--- src/rtl/mem_arbiter_pkg.sv ---
// Shared definitions for the two-port (CPU / front panel) RAM arbiter:
// FSM state encoding, owner constants, default widths and counter sizing.
package mem_arbiter_pkg;

  typedef enum logic [1:0] {
    IDLE   = 2'd0,
    ACCESS = 2'd1,
    RESP   = 2'd2
  } arb_state_e;

  localparam logic OWN_CPU = 1'b0;
  localparam logic OWN_PNL = 1'b1;

  localparam int DEF_ADDR_W   = 16;
  localparam int DEF_DATA_W   = 8;
  localparam int DEF_HOLD_MAX = 4;

  // The starvation counter is never narrower than 3 bits so HOLD_MAX up to 7 fits.
  function automatic int hold_cnt_w(input int hold_max);
    int w;
    w = $clog2(hold_max + 1);
    return (w < 3) ? 3 : w;
  endfunction

endpackage

--- src/rtl/mem_arbiter_if.sv ---
// Bundle of requester handshakes, shared read data, RAM port and status for mem_arbiter.
// The arbiter connects through the slave modport; requesters and the RAM drive the master side.
interface mem_arbiter_if #(
  parameter int ADDR_W = mem_arbiter_pkg::DEF_ADDR_W,
  parameter int DATA_W = mem_arbiter_pkg::DEF_DATA_W
);

  logic              cpu_req;
  logic              cpu_we;
  logic [ADDR_W-1:0] cpu_addr;
  logic [DATA_W-1:0] cpu_wdata;
  logic              cpu_gnt;
  logic              cpu_rvalid;

  logic              pnl_req;
  logic              pnl_we;
  logic [ADDR_W-1:0] pnl_addr;
  logic [DATA_W-1:0] pnl_wdata;
  logic              pnl_gnt;
  logic              pnl_rvalid;

  logic [DATA_W-1:0] rdata;

  logic [ADDR_W-1:0] ram_addr;
  logic [DATA_W-1:0] ram_wdata;
  logic              ram_read;
  logic              ram_write;
  logic [DATA_W-1:0] ram_rdata;

  logic              owner;
  logic              busy;

  modport slave (
    input  cpu_req, cpu_we, cpu_addr, cpu_wdata,
    input  pnl_req, pnl_we, pnl_addr, pnl_wdata,
    input  ram_rdata,
    output cpu_gnt, cpu_rvalid, pnl_gnt, pnl_rvalid, rdata,
    output ram_addr, ram_wdata, ram_read, ram_write,
    output owner, busy
  );

  modport master (
    output cpu_req, cpu_we, cpu_addr, cpu_wdata,
    output pnl_req, pnl_we, pnl_addr, pnl_wdata,
    output ram_rdata,
    input  cpu_gnt, cpu_rvalid, pnl_gnt, pnl_rvalid, rdata,
    input  ram_addr, ram_wdata, ram_read, ram_write,
    input  owner, busy
  );

endinterface

--- src/rtl/mem_arbiter_arb_pick.sv ---
// Winner selection for mem_arbiter: fixed CPU priority with a panel starvation limit,
// or round-robin when MEM_ARB_RR_EN is defined.
module arb_pick
  import mem_arbiter_pkg::*;
#(
  parameter int HOLD_MAX = DEF_HOLD_MAX
) (
  input  logic clk,
  input  logic rst,
  input  logic cpu_req,
  input  logic pnl_req,
  input  logic decide,
  output logic pick_pnl
);

`ifdef MEM_ARB_RR_EN

  logic last_cpu;

  always_comb begin
    pick_pnl = pnl_req && (!cpu_req || last_cpu);
  end

  // Clearing last_cpu on reset lets the CPU win the first contested decision.
  always_ff @(posedge clk) begin
    if (rst) begin
      last_cpu <= 1'b0;
    end else if (decide) begin
      last_cpu <= !pick_pnl;
    end
  end

`else

  localparam int              CNT_W    = hold_cnt_w(HOLD_MAX);
  localparam logic [CNT_W-1:0] HOLD_LIM = CNT_W'(HOLD_MAX);

  logic [CNT_W-1:0] hold_cnt;

  always_comb begin
    pick_pnl = pnl_req && (!cpu_req || (hold_cnt >= HOLD_LIM));
  end

  // Counts CPU wins the panel had to sit through; saturates instead of wrapping.
  always_ff @(posedge clk) begin
    if (rst) begin
      hold_cnt <= '0;
    end else if (decide) begin
      if (!pnl_req || pick_pnl) begin
        hold_cnt <= '0;
      end else if (hold_cnt != {CNT_W{1'b1}}) begin
        hold_cnt <= hold_cnt + 1'b1;
      end
    end
  end

`endif

endmodule

--- src/rtl/mem_arbiter.sv ---
// Arbitrates a single-port RAM between CPU and front panel; one access per grant.
// Define MEM_ARB_RR_EN for round-robin instead of CPU priority with starvation limit.
module mem_arbiter
  import mem_arbiter_pkg::*;
#(
  parameter int ADDR_W   = DEF_ADDR_W,
  parameter int DATA_W   = DEF_DATA_W,
  parameter int HOLD_MAX = DEF_HOLD_MAX
) (
  input  logic         clk,
  input  logic         rst,
  mem_arbiter_if.slave bus
);

  arb_state_e state;
  arb_state_e state_nxt;

  logic              any_req;
  logic              decide;
  logic              take;
  logic              pick_pnl;
  logic              win_we;
  logic [ADDR_W-1:0] win_addr;
  logic [DATA_W-1:0] win_wdata;

  logic [ADDR_W-1:0] ram_addr_q;
  logic [DATA_W-1:0] ram_wdata_q;
  logic              ram_read_q;
  logic              ram_write_q;
  logic              cpu_gnt_q;
  logic              pnl_gnt_q;
  logic              cpu_rvalid_q;
  logic              pnl_rvalid_q;
  logic [DATA_W-1:0] rdata_q;
  logic              owner_q;

  arb_pick #(
    .HOLD_MAX (HOLD_MAX)
  ) u_pick (
    .clk      (clk),
    .rst      (rst),
    .cpu_req  (bus.cpu_req),
    .pnl_req  (bus.pnl_req),
    .decide   (take),
    .pick_pnl (pick_pnl)
  );

  // IDLE and RESP are the decision points; a decision needs at least one live request.
  always_comb begin
    any_req   = bus.cpu_req || bus.pnl_req;
    decide    = (state == IDLE) || (state == RESP);
    take      = decide && any_req;
    win_we    = pick_pnl ? bus.pnl_we    : bus.cpu_we;
    win_addr  = pick_pnl ? bus.pnl_addr  : bus.cpu_addr;
    win_wdata = pick_pnl ? bus.pnl_wdata : bus.cpu_wdata;
  end

  always_ff @(posedge clk) begin
    if (rst) begin
      state <= IDLE;
    end else begin
      state <= state_nxt;
    end
  end

  always_comb begin
    state_nxt = state;
    case (state)
      IDLE:    state_nxt = any_req ? ACCESS : IDLE;
      ACCESS:  state_nxt = ram_write_q ? IDLE : RESP;
      RESP:    state_nxt = any_req ? ACCESS : IDLE;
      default: state_nxt = IDLE;
    endcase
  end

  // Strobes, grants and rvalid are single-cycle pulses; address/data/owner hold until the next decision.
  always_ff @(posedge clk) begin
    if (rst) begin
      ram_addr_q   <= '0;
      ram_wdata_q  <= '0;
      ram_read_q   <= 1'b0;
      ram_write_q  <= 1'b0;
      cpu_gnt_q    <= 1'b0;
      pnl_gnt_q    <= 1'b0;
      cpu_rvalid_q <= 1'b0;
      pnl_rvalid_q <= 1'b0;
      rdata_q      <= '0;
      owner_q      <= OWN_CPU;
    end else begin
      ram_read_q   <= 1'b0;
      ram_write_q  <= 1'b0;
      cpu_gnt_q    <= 1'b0;
      pnl_gnt_q    <= 1'b0;
      cpu_rvalid_q <= 1'b0;
      pnl_rvalid_q <= 1'b0;
      if (state == RESP) begin
        rdata_q <= bus.ram_rdata;
        if (owner_q == OWN_CPU) begin
          cpu_rvalid_q <= 1'b1;
        end else begin
          pnl_rvalid_q <= 1'b1;
        end
      end
      if (take) begin
        owner_q     <= pick_pnl ? OWN_PNL : OWN_CPU;
        ram_addr_q  <= win_addr;
        ram_wdata_q <= win_wdata;
        ram_write_q <= win_we;
        ram_read_q  <= !win_we;
        cpu_gnt_q   <= !pick_pnl;
        pnl_gnt_q   <= pick_pnl;
      end
    end
  end

  assign bus.ram_addr   = ram_addr_q;
  assign bus.ram_wdata  = ram_wdata_q;
  assign bus.ram_read   = ram_read_q;
  assign bus.ram_write  = ram_write_q;
  assign bus.cpu_gnt    = cpu_gnt_q;
  assign bus.pnl_gnt    = pnl_gnt_q;
  assign bus.cpu_rvalid = cpu_rvalid_q;
  assign bus.pnl_rvalid = pnl_rvalid_q;
  assign bus.rdata      = rdata_q;
  assign bus.owner      = owner_q;
  assign bus.busy       = (state != IDLE);

endmodule
--- src/flat_wrapper.sv ---
// flat-port wrapper written by rule: the top's interface ports become plain ports
module mem_arbiter_flat import mem_arbiter_pkg::*;
#(
  parameter int ADDR_W   = DEF_ADDR_W,
  parameter int DATA_W   = DEF_DATA_W,
  parameter int HOLD_MAX = DEF_HOLD_MAX
)
  (clk, rst, bus_cpu_req, bus_cpu_we, bus_cpu_addr, bus_cpu_wdata, bus_pnl_req, bus_pnl_we, bus_pnl_addr, bus_pnl_wdata, bus_ram_rdata, bus_cpu_gnt, bus_cpu_rvalid, bus_pnl_gnt, bus_pnl_rvalid, bus_rdata, bus_ram_addr, bus_ram_wdata, bus_ram_read, bus_ram_write, bus_owner, bus_busy);
  mem_arbiter_if #(.ADDR_W(ADDR_W), .DATA_W(DATA_W)) bus_i ();
  input  logic clk;
  input  logic rst;
  input wire logic [$bits(bus_i.cpu_req)-1:0] bus_cpu_req;
  input wire logic [$bits(bus_i.cpu_we)-1:0] bus_cpu_we;
  input wire logic [$bits(bus_i.cpu_addr)-1:0] bus_cpu_addr;
  input wire logic [$bits(bus_i.cpu_wdata)-1:0] bus_cpu_wdata;
  input wire logic [$bits(bus_i.pnl_req)-1:0] bus_pnl_req;
  input wire logic [$bits(bus_i.pnl_we)-1:0] bus_pnl_we;
  input wire logic [$bits(bus_i.pnl_addr)-1:0] bus_pnl_addr;
  input wire logic [$bits(bus_i.pnl_wdata)-1:0] bus_pnl_wdata;
  input wire logic [$bits(bus_i.ram_rdata)-1:0] bus_ram_rdata;
  output wire logic [$bits(bus_i.cpu_gnt)-1:0] bus_cpu_gnt;
  output wire logic [$bits(bus_i.cpu_rvalid)-1:0] bus_cpu_rvalid;
  output wire logic [$bits(bus_i.pnl_gnt)-1:0] bus_pnl_gnt;
  output wire logic [$bits(bus_i.pnl_rvalid)-1:0] bus_pnl_rvalid;
  output wire logic [$bits(bus_i.rdata)-1:0] bus_rdata;
  output wire logic [$bits(bus_i.ram_addr)-1:0] bus_ram_addr;
  output wire logic [$bits(bus_i.ram_wdata)-1:0] bus_ram_wdata;
  output wire logic [$bits(bus_i.ram_read)-1:0] bus_ram_read;
  output wire logic [$bits(bus_i.ram_write)-1:0] bus_ram_write;
  output wire logic [$bits(bus_i.owner)-1:0] bus_owner;
  output wire logic [$bits(bus_i.busy)-1:0] bus_busy;
  assign bus_i.cpu_req = bus_cpu_req;
  assign bus_i.cpu_we = bus_cpu_we;
  assign bus_i.cpu_addr = bus_cpu_addr;
  assign bus_i.cpu_wdata = bus_cpu_wdata;
  assign bus_i.pnl_req = bus_pnl_req;
  assign bus_i.pnl_we = bus_pnl_we;
  assign bus_i.pnl_addr = bus_pnl_addr;
  assign bus_i.pnl_wdata = bus_pnl_wdata;
  assign bus_i.ram_rdata = bus_ram_rdata;
  assign bus_cpu_gnt = bus_i.cpu_gnt;
  assign bus_cpu_rvalid = bus_i.cpu_rvalid;
  assign bus_pnl_gnt = bus_i.pnl_gnt;
  assign bus_pnl_rvalid = bus_i.pnl_rvalid;
  assign bus_rdata = bus_i.rdata;
  assign bus_ram_addr = bus_i.ram_addr;
  assign bus_ram_wdata = bus_i.ram_wdata;
  assign bus_ram_read = bus_i.ram_read;
  assign bus_ram_write = bus_i.ram_write;
  assign bus_owner = bus_i.owner;
  assign bus_busy = bus_i.busy;
  mem_arbiter #(.ADDR_W(ADDR_W), .DATA_W(DATA_W), .HOLD_MAX(HOLD_MAX)) u_core (.clk(clk), .rst(rst), .bus(bus_i));
endmodule
--- config.mk ---
export PLATFORM = sky130hd
export DESIGN_NAME = mem_arbiter_flat
export DESIGN_NICKNAME = d
export VERILOG_FILES = /design/src/rtl/mem_arbiter_pkg.sv /design/src/rtl/mem_arbiter_if.sv /design/src/rtl/mem_arbiter_arb_pick.sv /design/src/rtl/mem_arbiter.sv /design/src/flat_wrapper.sv
export SDC_FILE = /design/constraint.sdc
export NUM_CORES = 1
export LEC_CHECK = 0
export CAP_MARGIN = 25
export CORE_UTILIZATION = 50
export DETAILED_ROUTE_END_ITERATION = 10
export DONT_BUFFER_PORTS = 1
export GPL_TIMING_DRIVEN = 0
export MAX_ROUTING_LAYER = met4
export PLACE_DENSITY = 0.75
export SLEW_MARGIN = 20
export SYNTH_ARGS = -nofsm -noshare
export SYNTH_HDL_FRONTEND = slang
export SYNTH_SLANG_ARGS = --single-unit
--- constraint.sdc ---
create_clock -name clk -period 4 [get_ports clk]
set_input_delay 0.6 -clock clk [delete_from_list [all_inputs] [get_ports clk]]
set_output_delay 0.6 -clock clk [all_outputs]
set_load 0.02 [all_outputs]
==> results.toml <==
[global_route]
track_usage_pct = 21.8
busiest_layer = "met2"
antenna_found_initial = 0
grt-ovfl-total = 0
grt.met1_usage_pct = 20.3
grt_max_degree = 14
grt_pass1_vias = 1327
met2_usage_pct = 38.1
grt_pass1_wl_um = 5640
grt_use_met3_pct = 9.81

[yosys]
synth_common_cells = "dfxtp_1 (44), and3_1 (25), a221o_1 (24)"
synth_most_common_cell = "dfxtp_1"
synth_cell_types = 30
ys_top_cells_by_area = "dfxtp_1 (51%), a221o_1 (14%), and3_1 (9.0%), nand2_1 (3.7%), buf_6 (3.3%)"
synth-compound-area-share_pct = 20.4
synth-xor-area-share_pct = 0
synth_ff_type = "dfxtp_1"
async_flop_share_pct = 0
yosys.area_share.adder_pct = 1.45
synth_top_cell_area_share_pct = 50.9
yosysTopAreaCell = "dfxtp_1"
syn_nets = 230
avgSynthCellArea_um2 = 10.4
netlist_area_um2 = 1730
yosysSeqAreaShare_pct = 50.9
synth_cells = 166
yosysWarnings = 0
synth.area.mux_share_pct = 0
synth_top_family_by_area = "simple AND/OR/NAND/NOR gates"
synth_edf_count = 0
synthSimpleGateAreaFrac_pct = 20.8
synth_seq_cells = 44

[detailed_routing]
first_pass_iters = 4
ant_nets = 0
vias = 1337
drt-total-wl_um = 3910
avgRoutedWirePerCell_um = 17.9
drtIter0Drc = 94
vias_per_cell = 6.13
drc = 0

[critical_path]
crit_fanout = 7
crit_family = "flip-flops"
crit_buf_inv = 0
arrival_ns = 1.10
cpPeakStageDelay_ns = 0.38
worst_setup_path_end_kind = "output pin"
crit_type = "reg2out"
r2r_end = "u_core.u_pick.hold_cnt[1]"
r2r_setup_slack_ns = 2.33
critical_path_required_ns = 3.40
r2r-start = "u_core.u_pick.hold_cnt[0]"
endpoint = "bus_busy"
crit_cells = 1
critical_path.slowest_cell = "dfxtp_1"
critPathLaunchType = "flop"
crit_chain = "or2_2"
reg2reg_depth = 5
crit_start = "u_core.state[0]"

[placed_design]
port_buffers = 0
placed_area_um2 = 1790
dpl.hpwl_um = 2920
place_ws_ns = 2.21
place_congestion = 0.721

[die]
rows = 20
die_w_um = 60.8
die_h_um = 60.8
io_pins = 102
start_util_pct = 54.4
coreArea_um2 = 3180
dieArea_um2 = 3700

[clock_tree]
numCtsBuffers = 5
cts_hold_buf = 0
h-tree-depth = 2
cts_tree = "yes"
post_cts_resized = 0
post_cts_buffers = 0
cts.sinks = 44
clockRootBuffer = "clkbuf_4"
path_clk_slew_ns = 0.12
clk_latency_ns = 0.34
cts_buffer_depth = 2

[layout]
synthToLayoutAreaGrowth_pct = 6.80
diodes = 0
nets = 237
fill_cells = 287
seq_area_um2 = 881
stdcell_area_um2 = 1850
multi_input_comb_area_um2 = 737
drive_gt1_share_pct = 11.5

[timing]
fin_setup_tns_ns = 0
worst_clock_skew_ns = 0.00927
worstMarginPinSlew_ns = 0.416
finalCriticalPeriod_ns = 1.70
timing.final.crit_share_pct = 42.6
fmax_mhz = 587
relSlewSlack_pct = 72.2
drv_slew = 0
fin_ws_ns = 2.30
rsz0062_at_grt = "false"
setup_viol = 0
hold_viol_final = 0

[outcome]
status = "complete, no violations"

[worst_hold_path]
min_path_type = "in2reg"

[flow_run]
cap_violations = 0

[power_and_ir_drop]
p_per_area_nw_per_um2 = 440
leakagePower_nw = 0.797
vdd_ir_drop_max_mv = 0.269
[worst register-to-register path: stages (launching register included)]
cell and delay, ns:
dfxtp_1 0.35, ha_1 0.20, ha_1 0.19, and4b_1 0.21, or4b_1 0.51, a21oi_1 0.16
[layout make-up]
type	instances	area share, %
Buffer	14	5.69
Clock inverter	1	0.406
Sequential cell	44	47.7
Clock buffer	7	2.98
Inverter	2	0.406
Multi-Input combinational cell	106	39.9
Tap cell	44	2.98
[per-stage QoR]
step / total power [mW] / std cells / hold slack (ns) / util [%]
5_1_grt: 0.852 / 218 / 0.337 / 58.1
2_1_floorplan: 0.584 / 166 / 0.430 / -
4_1_cts: 0.823 / 218 / 0.352 / 58.1
6_report: 0.813 / 218 / 0.369 / 58.1
3_5_place_dp: 0.604 / 210 / 0.464 / 56.2
3_3_place_gp: 0.599 / 210 / 0.441 / 56.2
[worst min-delay path by stage]
stage                           startpoint             endpoint  slack [ns]  depth (start not counted)
after floorplan            u_core.state[1]      u_core.state[1]        0.43                          1
after global routing      bus_ram_rdata[2]  u_core.bus.rdata[2]        0.34                          2
final                     bus_ram_rdata[4]  u_core.bus.rdata[4]        0.37                          2
after global placement     u_core.state[1]      u_core.state[1]        0.44                          1
after CTS                 bus_ram_rdata[2]  u_core.bus.rdata[2]        0.35                          2
after detailed placement   u_core.state[1]      u_core.state[1]        0.46                          1
[metal layers]
layer | up-vias | share of wire (%)
met2 | 70 | 52
met1 | 626 | 38
met3 | 5 | 10
li1 | 636 | -
met5 | - | 0
met4 | 0 | 0.74
[kinds of logic after synthesis]
kind of cell,count (synthesis)
buffers and inverters,16
AOI/OAI and AO/OA,42
and+or+nand+nor,62
adders and majority gates,2
DFF,44
[flip-flops by register name, indices dropped and copies added (netlist names)]
signal and count:
u_core.u_pick.hold_cnt 3, u_core.bus.pnl_gnt 1, u_core.bus.ram_wdata 8, u_core.state 2
u_core.bus.cpu_gnt 1, u_core.bus.rdata 8, u_core.bus.pnl_rvalid 1, u_core.bus.ram_write 1
u_core.bus.owner 1, u_core.bus.ram_read 1, u_core.bus.cpu_rvalid 1, u_core.bus.ram_addr 16
[layout by cell type, fill, tap and decap left out, types with 2 or more instances in the layout]
cell type / n
dfxtp_1: 44
and3_1: 25
a221o_1: 24
nand2_1: 17
a21oi_1: 11
clkbuf_1: 8
buf_6: 5
clkbuf_4: 5
nor2_1: 4
or2_2: 2
nand2b_1: 2
a32oi_1: 2
inv_1: 2
o21ai_0: 2
or4b_1: 2
ha_1: 2
[where the power goes]
part / switching [mW] / internal (mW) / leakage, nW
registers: 0.0508 / 0.466 / 0.361
logic: 0.0391 / 0.0382 / 0.404
clock network: 0.133 / 0.0862 / 0.0315
total: 0.223 / 0.590 / 0.797
Power figures use the tool's default switching activity.
